## src/rtl/pauli_rom_streamer.sv

```systemverilog
// Streams a contiguous, bank-wrapped range of Pauli-string words out of an
// external fixed-latency block ROM. Reads are gated by a credit rule so the
// small output buffer can never overflow under valid/ready backpressure.
module pauli_rom_streamer #(
   parameter int unsigned N_QUBITS  = 3,
   parameter int unsigned ADDR_W    = 2 * N_QUBITS,
   parameter int unsigned DATA_W    = 64,
   parameter int unsigned ROM_LAT   = 1,
   parameter int unsigned BUF_DEPTH = ROM_LAT + 2
) (
   input  logic              clk,
   input  logic              rst,
   input  logic              start,
   input  logic [ADDR_W-1:0] base_addr,
   input  logic [ADDR_W:0]   count,
   input  logic              neg,
   output logic              busy,
   output logic              done,
   output logic              rom_en,
   output logic [ADDR_W:0]   rom_addr,
   input  logic [DATA_W-1:0] rom_dout,
   output logic [DATA_W-1:0] dout,
   output logic [ADDR_W-1:0] dout_idx,
   output logic              dout_valid,
   input  logic              dout_ready,
   output logic              last
);

   localparam int unsigned CNT_W = ADDR_W + 1;
   localparam int unsigned BANK  = 1 << ADDR_W;
   localparam int unsigned PTR_W = (BUF_DEPTH > 1) ? $clog2(BUF_DEPTH) : 1;
   localparam int unsigned OCC_W = $clog2(BUF_DEPTH + 1) + 1;

   typedef enum logic [1:0] {S_IDLE, S_RUN, S_DRAIN, S_FIN} state_e;

   state_e              state_q, state_d;
   logic [ADDR_W-1:0]   ptr_q, ptr_d;
   logic [CNT_W-1:0]    rem_q, rem_d;
   logic                neg_q, neg_d;
   logic                issue;

   logic [ROM_LAT-1:0]  pv_q;
   logic [ROM_LAT-1:0]  plast_q;
   logic [ADDR_W-1:0]   pidx_q [ROM_LAT];

   logic [DATA_W-1:0]   bdat_q [BUF_DEPTH];
   logic [ADDR_W-1:0]   bidx_q [BUF_DEPTH];
   logic [BUF_DEPTH-1:0] blast_q;
   logic [PTR_W-1:0]    rd_q, wr_q;
   logic [OCC_W-1:0]    occ_q, infl, outst;
   logic                push, pop, head_last, credit_ok;
   logic [CNT_W-1:0]    count_sat;

   function automatic logic [PTR_W-1:0] ptr_inc(input logic [PTR_W-1:0] p);
      return (p == PTR_W'(BUF_DEPTH - 1)) ? '0 : p + PTR_W'(1);
   endfunction

   // Credit accounting: reads in flight plus buffered words must stay below depth
   always_comb begin
      infl = '0;
      for (int k = 0; k < ROM_LAT; k++) begin
         infl = infl + OCC_W'(pv_q[k]);
      end
      outst     = infl + occ_q;
      credit_ok = outst < OCC_W'(BUF_DEPTH);
   end

   assign count_sat = (count > CNT_W'(BANK)) ? CNT_W'(BANK) : count;
   assign push      = pv_q[ROM_LAT-1];
   assign pop       = (occ_q != '0) && dout_ready;
   assign head_last = blast_q[rd_q];

   // Next-state and read-issue logic
   always_comb begin
      state_d = state_q;
      ptr_d   = ptr_q;
      rem_d   = rem_q;
      neg_d   = neg_q;
      issue   = 1'b0;
      case (state_q)
         S_IDLE: begin
            if (start) begin
               ptr_d   = base_addr;
               neg_d   = neg;
               rem_d   = count_sat;
               state_d = S_RUN;
            end
         end
         S_RUN: begin
            // An empty range is resolved here, once the latched count is visible
            if (rem_q == '0) begin
               state_d = S_FIN;
            end else if (credit_ok) begin
               issue = 1'b1;
               ptr_d = ptr_q + ADDR_W'(1);
               rem_d = rem_q - CNT_W'(1);
               if (rem_q == CNT_W'(1)) begin
                  state_d = S_DRAIN;
               end
            end
         end
         S_DRAIN: begin
            if (pop && head_last) begin
               state_d = S_FIN;
            end
         end
         S_FIN: begin
            state_d = S_IDLE;
         end
         default: state_d = S_IDLE;
      endcase
   end

   // Control state, in-flight valid tags and buffer pointers
   always_ff @(posedge clk) begin
      if (rst) begin
         state_q <= S_IDLE;
         ptr_q   <= '0;
         rem_q   <= '0;
         neg_q   <= 1'b0;
         pv_q    <= '0;
         occ_q   <= '0;
         rd_q    <= '0;
         wr_q    <= '0;
      end else begin
         state_q <= state_d;
         ptr_q   <= ptr_d;
         rem_q   <= rem_d;
         neg_q   <= neg_d;
         pv_q[0] <= issue;
         for (int k = 1; k < ROM_LAT; k++) begin
            pv_q[k] <= pv_q[k-1];
         end
         if (push) wr_q <= ptr_inc(wr_q);
         if (pop)  rd_q <= ptr_inc(rd_q);
         occ_q <= occ_q + OCC_W'(push) - OCC_W'(pop);
      end
   end

   // Tag payload and buffer storage; validity is carried by the reset-cleared flops
   always_ff @(posedge clk) begin
      pidx_q[0]  <= ptr_q;
      plast_q[0] <= (rem_q == CNT_W'(1));
      for (int k = 1; k < ROM_LAT; k++) begin
         pidx_q[k]  <= pidx_q[k-1];
         plast_q[k] <= plast_q[k-1];
      end
      if (push) begin
         bdat_q[wr_q]  <= rom_dout;
         bidx_q[wr_q]  <= pidx_q[ROM_LAT-1];
         blast_q[wr_q] <= plast_q[ROM_LAT-1];
      end
   end

   // Head of buffer is forced to zero while empty so idle outputs are clean
   assign dout_valid = (occ_q != '0);
   assign dout       = dout_valid ? bdat_q[rd_q] : '0;
   assign dout_idx   = dout_valid ? bidx_q[rd_q] : '0;
   assign last       = dout_valid && head_last;
   assign busy       = (state_q != S_IDLE);
   assign done       = (state_q == S_FIN);
   assign rom_en     = issue;
   assign rom_addr   = {neg_q, ptr_q};

endmodule

```

## config.mk

```make
export PLATFORM = sky130hd
export DESIGN_NAME = pauli_rom_streamer
export DESIGN_NICKNAME = d
export VERILOG_FILES = /design/src/rtl/pauli_rom_streamer.sv
export SDC_FILE = /design/constraint.sdc
export NUM_CORES = 1
export LEC_CHECK = 0
export ABC_AREA = 1
export CAP_MARGIN = 5
export CELL_PAD_IN_SITES_DETAIL_PLACEMENT = 1
export CELL_PAD_IN_SITES_GLOBAL_PLACEMENT = 2
export CORE_MARGIN = 2
export CORE_UTILIZATION = 38
export DETAILED_ROUTE_END_ITERATION = 8
export PLACE_DENSITY_LB_ADDON = 0.1
export SLEW_MARGIN = 20
export SYNTH_ARGS = -nofsm -noshare
export SYNTH_HDL_FRONTEND = slang
export SYNTH_SLANG_ARGS = --single-unit
```

## constraint.sdc

```tcl
create_clock -name clk -period 10.7 [get_ports clk]
set_clock_uncertainty 0.05 [all_clocks]
set_input_delay 1.605 -clock clk [delete_from_list [all_inputs] [get_ports clk]]
set_output_delay 1.605 -clock clk [all_outputs]
set_load 0.02 [all_outputs]
```

==> reports/metrics.yaml, run 1 <==
outcome:
  status: "finished clean"
final_layout:
  area_growth_syn_to_layout_pct: 28.4
  nNetsFinal: 1026
  multi_input_area_sq_um: 2240
  drive_gt1_share_pct: 6.51
  seq_area_sq_um: 7060
  fill_cells: 2602
clocking:
  clk_latency_ns: 0.52
  cts_tree: "done"
  postCtsSetupRepairBufs: 0
  h-tree-depth: 1
  cts.clk_slew.worst_paths_ns: 0.06
  cts_buffers: 26
  cts_resized: 0
  ctsLongestPathBuffers: 3
  cts_sinks: 246
  hold_buffers: 0
  clock-root-buffer: "clkbuf_16"
route:
  drt-initial-drc-count: 243
  routedWlPerCell_um: 18.9
  via_per_inst: 5.09
  ant_nets: 0
  wl_met3_um: 1390
  dr_total_vias: 6526
  drc: 0
  topRoutingLayerUsed: "met4"
  wl_um: 24200
  first_pass_iters: 7
  wl_met1_um: 10400
  wl_met2_um: 12000
sta:
  final_hold_viol_count: 0
  period_share_pct: 45.3
  tightestPinTransition_ns: 1.07
  setup_tns_ns: 0
  rsz0062_at_grt: "no"
  fmax_ghz: 0.206
  period_minus_slack_ns: 4.85
  maxSlewHeadroom_pct: 29.0
  maxSlewViolCount: 0
  setup_violations: 0
  setup_slack_ns: 5.85
die:
  die_w_um: 163
  rows: 58
  fp.coreArea_sq_um: 25000
  start_util_pct: 38.4
  die-area_sq_um: 26500
  fp.dieH_um: 163
  io_pins: 164
global_route:
  grt.total_usage_pct: 18.1
  grt_start_max_net_pins: 111
  grt_pass1_vias: 6883
  antenna_found_initial: 1
  grt_pass1_wl_um: 37600
  gr-total-overflow: 0
synthesis:
  synth_edf_count: 213
  syn_area_sq_um: 9580
  synthDistinctLibCells: 30
  synth_area_per_cell_sq_um: 12.3
  async_reset_ff_share_pct: 0
  syn_nets: 871
  synth-seq-area-share_pct: 73.7
  yosysWarningCount: 0
  ys_ff_latch: 246
  synth_cells: 778
  ys.flop_type: "edfxtp_1"
worst_setup_path:
  end_kind: "output pin"
  arrival_ns: 3.19
  required_ns: 9.05
  startpoint_type: "flip-flop"
  cp_max_fo: 110
  crit_type: "reg -> out"
power:
  p_leak_nw: 4.19
  vdd_ir_drop_max_v: 0.000135
  power_density_nw_per_um2: 277
place:
  detailedPlace.worstSlack_ns: 6.34
  dp_hpwl_um: 14600
  place.gp.congestion: 0.786
  port_buffers: 163
job:
  cap_viol_max_count: 0
hold_path:
  hold_path_class: "reg -> reg"
[layout make-up]
cell class	instances	share of cell area [%]
Clock buffer	34	5.53
Tap cell	330	3.36
Timing Repair Buffer	170	13.7
Inverter	33	1.03
Clock inverter	13	0.773
Antenna cell	1	0.0203
Sequential cell	246	57.4
Multi-Input combinational cell	456	18.2
[cell families (layout without fill, tap and decap cells)]
logic type      count (synthesis)  in the layout  share of synthesized area [%]
simple gates                  267            267                           11.1
flops                         246            246                           73.7
compound gates                178            178                           10.6
buf+inv                        76            250                           3.21
fa+ha+maj                      11             11                           1.44
other cells                     0              1                              0
[Yosys cell counts, types with 2 or more instances]
cell type,number,area share (%)
inv_1,26,1.0
buf_1,2,0.078
ha_1,11,1.4
dfxtp_1,33,6.9
nand2_2,5,0.33
a21oi_2,6,0.55
o21ai_1,5,0.26
nor3_1,3,0.16
a31oi_1,70,4.6
clkbuf_1,37,1.4
nand4_1,3,0.20
a21oi_1,12,0.63
o211ai_1,2,0.16
a211oi_1,2,0.16
nor2_1,33,1.3
nand3_1,17,0.89
buf_2,2,0.10
nand2_1,201,7.9
edfxtp_1,213,67
inv_2,6,0.24
o21ai_0,80,4.2
[final timing paths]
path	from	to	slack, ns	cells past startpoint
max	flip-flop	dout[40]	5.85	5
min	ptr_q[5]$_SDFFE_PP0P_	pidx_q[0][5]$_DFF_P_	0.36	0
max reg2reg	state_q[1]$_SDFFE_PP0P_	state_q[0]$_SDFFE_PP0P_	8.19	9
min reg2reg	ptr_q[5]$_SDFFE_PP0P_	pidx_q[0][5]$_DFF_P_	0.36	0
[critical path, stage by stage (launching register included)]
cell and delay, ns:
dfxtp_1 0.32, inv_4 0.22, buf_4 0.81, o21ai_0 0.24, a31oi_1 0.34, clkdlybuf4s50_1 0.67
[per-layer routing]
metal	vias to the layer above	track usage, %
met5	-	0
met4	0	4.34
met3	38	3.82
met2	150	32.0
met1	3233	22.6
li1	3105	-
[state kept, by name (all words and copies together), names as in the netlist, 3 cells and up, named ones only]
name,cells
bidx_q,18
occ_q,3
blast_q,3
bdat_q,192
ptr_q,6
rem_q,7
pidx_q,6
[power breakdown]
group	total (W)	internal (W)	switching, W
logic	0.00138	0.000514	0.000865
registers	0.00121	0.00115	0.0000536
clock network	0.000816	0.000470	0.000346
[placed cells by master, fill, tap and decap left out, types with 11 or more instances in the layout]
cell	Yosys	layout
edfxtp_1	213	213
nand3_1	17	17
a31oi_1	70	70
clkbuf_16	0	26
a21oi_1	12	12
nand2_1	201	200
inv_1	26	26
o21ai_0	80	80
ha_1	11	11
nor2_1	33	32
clkdlybuf4s50_1	0	163
dfxtp_1	33	32
[metrics by stage]
step	utilization (%)	cell area, sq um	hold WS, ns	power [W]	cells
6_report	49.3	12300	0.364	0.00340	1283
5_1_grt	49.3	12300	0.377	0.00361	1283
4_1_cts	49.2	12300	0.366	0.00346	1282
3_5_place_dp	46.1	11500	0.355	0.00263	1235
3_3_place_gp	46.1	11500	0.352	0.00260	1235
2_1_floorplan	-	9580	0.371	0.00204	778
Note: power is estimated with default switching activity, not from simulation.
==> inputs of run 2 (changes only) <==
- CORE_UTILIZATION: 38 -> 32
- clock period: 10.7 -> 3.96 ns (I/O delays scaled with it)
==> run 2 against run 1 <==
Against the previous run: final area increased by 1.9%; critical path type unchanged; count of clock-buffer cells in the layout up 6; via count grew 0.74%; critical path depth up 1; highest routed layer unchanged; largest power group unchanged.
==> reports/metrics.yaml, run 2 (synthesized netlist as in run 1, its figures left out) <==
final_layout:
  final_common_cell: "edfxtp_1"
  nNetsFinal: 1034
  instances_no_fill: 1353
  final_cell_mix: "213 x edfxtp_1, 200 x nand2_1, 163 x clkdlybuf4s50_1, 80 x o21ai_0, 70 x a31oi_1"
  finalInstanceArea_sq_um: 12500
  top_regs: "bdat_q: 192 flops, bidx_q: 18 flops, rem_q: 7 flops"
  area_growth_syn_to_layout_pct: 30.8
  top_register: "bdat_q"
  largest_register_ffs: 192
  fin_util_pct: 42.4
  drive_gt1_share_pct: 7.80
place:
  port_buffers: 163
  place.gp.congestion: 0.754
  place_area_sq_um: 11700
  dp_cells: 1302
  dp_hpwl_um: 15800
die:
  fp.coreArea_sq_um: 29600
  io_pins: 164
  rows: 63
  die-area_sq_um: 31300
  start_util_pct: 32.4
  die_w_um: 177
  fp.dieH_um: 177
sta:
  tightestPinTransition_ns: 1.04
  period_share_pct: 91.9
  period_minus_slack_ns: 3.64
  maxSlewViolCount: 0
  maxSlewHeadroom_pct: 30.2
  setup_violations: 0
  rsz0062_at_grt: "no"
  final_hold_viol_count: 0
  fmax_ghz: 0.275
  holdWs_ns: 0.339
  setup_tns_ns: 0
clocking:
  clock-root-buffer: "clkbuf_16"
  cts_resized: 0
  cts.clk_slew.worst_paths_ns: 0.06
  ctsLongestPathBuffers: 3
  h-tree-depth: 1
  cts_sinks: 246
  clk_latency_ns: 0.54
  postCtsSetupRepairBufs: 0
  cts_buffers: 27
  hold_buffers: 0
  cts_tree: "done"
worst_setup_path:
  arrival_ns: 2.99
  r2r_slack_ns: 1.80
  max_stage_delay_ns: 0.76
  cp-startpoint: "occ_q[1]$_SDFF_PP0_"
  r2r-start: "state_q[1]$_SDFFE_PP0P_"
  reg2regPathDepth: 10
  end_kind: "output pin"
  cp_max_fo: 46
  slowest_stage: "nand2_2"
  r2r-end: "state_q[0]$_SDFFE_PP0P_"
  crit_type: "reg -> out"
  required_ns: 3.32
  worstPathCellList: "nor2_1, nand2_2, buf_4, o21ai_0, a31oi_1, clkdlybuf4s50_1"
  startpoint_type: "flip-flop"
route:
  wl_um: 24900
  drc: 0
  via_per_inst: 4.86
  first_pass_iters: 5
  ant_nets: 0
  routedWlPerCell_um: 18.4
  dr_total_vias: 6574
  drt-initial-drc-count: 345
outcome:
  status: "finished clean"
global_route:
  grt_pass1_vias: 7031
  antenna_found_initial: 2
  gr-total-overflow: 0
  grt_pass1_wl_um: 38700
  grt_start_max_net_pins: 73
  grt.total_usage_pct: 15.8
hold_path:
  holdPathStages: 0
  hp-start: "ptr_q[5]$_SDFFE_PP0P_"
  hold_end: "pidx_q[0][5]$_DFF_P_"
  hold_path_class: "reg -> reg"
power:
  p_leak_nw: 4.28
  power_density_nw_per_um2: 750
  vdd_ir_drop_max_v: 0.000305
job:
  cap_viol_max_count: 0
-- run 2: power breakdown --
group / switching, W / internal (W) / leakage, nW
Combinational: 0.00230 / 0.00145 / 1.68
Sequential: 0.000189 / 0.00312 / 2.20
Clock: 0.000982 / 0.00136 / 0.410
-- run 2: worst max-delay path by stage --
stage,depth (start not counted),to
floorplan,2,bdat_q[1][0]$_DFFE_PP_
global placement,6,dout[17]
detailed placement,6,dout[44]
CTS,6,dout[44]
global route,6,dout[47]
finish,6,dout[47]
-- run 2: metrics by stage --
stage          setup slack [ns]  total power [W]
6_report                  0.322          0.00940
5_1_grt                   0.110           0.0100
4_1_cts                   0.267          0.00956
3_5_place_dp              0.844          0.00719
3_3_place_gp              0.971          0.00709
2_1_floorplan             -1.94          0.00551
-- run 2: area by class of cell --
| type | instances | area [sq um] |
|---|---|---|
| fillers | 3097 | 17000 |
| flip-flops and latches | 246 | 7060 |
| multi-input cells | 456 | 2240 |
| clock buffers | 40 | 776 |
| repair buffers | 177 | 1780 |
| diodes | 2 | 5.00 |
| inverters | 33 | 126 |
| well taps | 390 | 488 |
| clock inverters | 9 | 58.8 |
-- run 2: critical path: cells and delay by family (launching register included) --
family | cells | cell delay, ns
AND/OR/NAND/NOR | 2 | 0.84
flip-flops | 1 | 0.34
buffers and inverters | 2 | 0.96
AO/OA/AOI/OAI | 2 | 0.31
-- run 2: layer usage --
layer  global-route usage (%)  routed length, um
met1                     19.4              10500
met2                     28.4              12600
met3                     3.16               1290
met4                     3.96                549
met5                        0                  0
==> inputs of run 3 (changes only) <==
- CORE_ASPECT_RATIO: default -> 1.4
==> run 3 against run 2 <==
Against the previous run: first-iteration DRC count down 14%; utilization down 0.36 points; count of clock-buffer cells in the layout down 3; sequential power down 2%; global-route usage up 0.43 points; critical endpoint is now dout[6]; total power down 0.31%; register-to-register slack better by 0.07 ns; highest routed layer is now met5; clock power about the same.
==> reports/metrics.yaml, run 3 (synthesized netlist as in run 1, its figures left out) <==
sta:
  rsz0062_at_grt: "no"
  setup_violations: 0
  period_minus_slack_ns: 3.35
  fmax_ghz: 0.299
  tightestPinTransition_ns: 0.883
  period_share_pct: 84.5
  final_hold_viol_count: 0
  maxSlewHeadroom_pct: 41.2
  setup_tns_ns: 0
  maxSlewViolCount: 0
worst_setup_path:
  crit_type: "reg -> out"
  required_ns: 3.32
  end_kind: "output pin"
  r2r-start: "state_q[1]$_SDFFE_PP0P_"
  arrival_ns: 2.70
  cp-startpoint: "occ_q[0]$_SDFF_PP0_"
  startpoint_type: "flip-flop"
  cp_max_fo: 46
power:
  swShare_pct: 36.9
  p_seq_share_pct: 34.8
  power_density_nw_per_um2: 750
  switching_power_w: 0.00346
  total_power_w: 0.00937
  p_leak_nw: 4.27
  vdd_ir_drop_max_v: 0.000359
  clock_power_share_pct: 24.8
  p_comb_share_pct: 40.5
  internal_power_w: 0.00592
global_route:
  gr-total-overflow: 0
  grt_pass1_vias: 7340
  antenna_found_initial: 2
  grt.total_usage_pct: 16.3
  grt_pass1_wl_um: 39900
  grt_start_max_net_pins: 71
place:
  port_buffers: 163
  place.gp.congestion: 0.742
  dp_hpwl_um: 16000
clocking:
  cts_tree: "done"
  h-tree-depth: 1
  clock-root-buffer: "clkbuf_16"
  cts_sinks: 246
  cts_resized: 0
  postCtsSetupRepairBufs: 0
  ctsLongestPathBuffers: 3
  clk_latency_ns: 0.52
  cts.clk_slew.worst_paths_ns: 0.06
  cts_buffers: 25
  hold_buffers: 0
hold_path:
  hp-start: "ptr_q[3]$_SDFFE_PP0P_"
  hold_path_class: "reg -> reg"
final_layout:
  area_growth_syn_to_layout_pct: 30.5
  nNetsFinal: 1030
  top_register: "bdat_q"
  top_regs: "bdat_q: 192 flops, bidx_q: 18 flops, rem_q: 7 flops"
  largest_register_ffs: 192
  fill_cells: 3161
  final_common_cell: "edfxtp_1"
  drive_gt1_share_pct: 8.16
  final_cell_mix: "213 x edfxtp_1, 200 x nand2_1, 163 x clkdlybuf4s50_1, 80 x o21ai_0, 70 x a31oi_1"
route:
  dr_total_vias: 6508
  wl_um: 25200
  via_per_inst: 4.85
  drc: 0
  drt-initial-drc-count: 295
  first_pass_iters: 4
  routedWlPerCell_um: 18.8
  ant_nets: 0
die:
  rows: 75
  die_w_um: 150
  io_pins: 164
  start_util_pct: 32.2
  fp.coreArea_sq_um: 29700
  die-area_sq_um: 31400
  fp.dieH_um: 209
job:
  cap_viol_max_count: 0
outcome:
  status: "finished clean"
-- run 3: changes by cell type in the layout (fill, tap and decap cells not counted), moves of 2 or more --
cell / before / now
clkinv_2: 3 / 6
clkinv_1: 5 / 1
buf_6: 2 / 0
clkbuf_1: 9 / 5
-- run 3: final timing paths --
path	to	slack (ns)	cells past startpoint
max reg2reg	state_q[0]$_SDFFE_PP0P_	1.87	10
min	pidx_q[0][3]$_DFF_P_	0.36	0
min reg2reg	pidx_q[0][3]$_DFF_P_	0.36	0
max	dout[6]	0.61	6
-- run 3: critical path: stages, from the launching register on --
cell and delay (ns):
dfxtp_1 0.33, nor2_1 0.07, nand2_2 0.42, buf_12 0.30
o21ai_0 0.15, a31oi_1 0.18, clkdlybuf4s50_1 0.73
-- run 3: cell type report --
cell class                      count  area [sq um]  share of cell area (%)
Sequential cell                   246          7060                    56.5
Multi-Input combinational cell    456          2240                    17.9
Timing Repair Buffer              175          1770                    14.2
Clock buffer                       37           774                    6.19
Tap cell                          385           482                    3.85
Inverter                           33           126                    1.01
Clock inverter                      9          52.6                   0.420
Antenna cell                        1          2.50                  0.0200
-- run 3: per-stage QoR --
| step | std cells | hold slack, ns | util (%) | instance area, sq um | worst slack [ns] |
|---|---|---|---|---|---|
| floorplan | 778 | 0.371 | - | 9580 | -1.94 |
| global placement | 1295 | 0.342 | 39.3 | 11700 | 1.08 |
| detailed placement | 1295 | 0.346 | 39.3 | 11700 | 1.08 |
| CTS | 1341 | 0.358 | 42.0 | 12500 | 0.523 |
| global route | 1342 | 0.366 | 42.0 | 12500 | 0.405 |
| finish | 1342 | 0.359 | 42.0 | 12500 | 0.614 |
-- run 3: power groups by stage --
stage                     Clock (W)  Combinational, W  Sequential, W
after detailed placement          0           0.00388        0.00332
after global placement            0           0.00383        0.00330
after floorplan                   0           0.00219        0.00332
final                       0.00232           0.00379        0.00326
after global routing        0.00249           0.00420        0.00329
after CTS                   0.00240           0.00390        0.00326
-- run 3: layer usage --
metal  routed length [um]  track usage (%)  vias to the layer above
met5                    7                0                        -
met4                  404             4.33                        2
met3                 1240             2.90                       30
met2                13500             30.8                      128
met1                10100             18.5                     3241
li1                     -                -                     3107
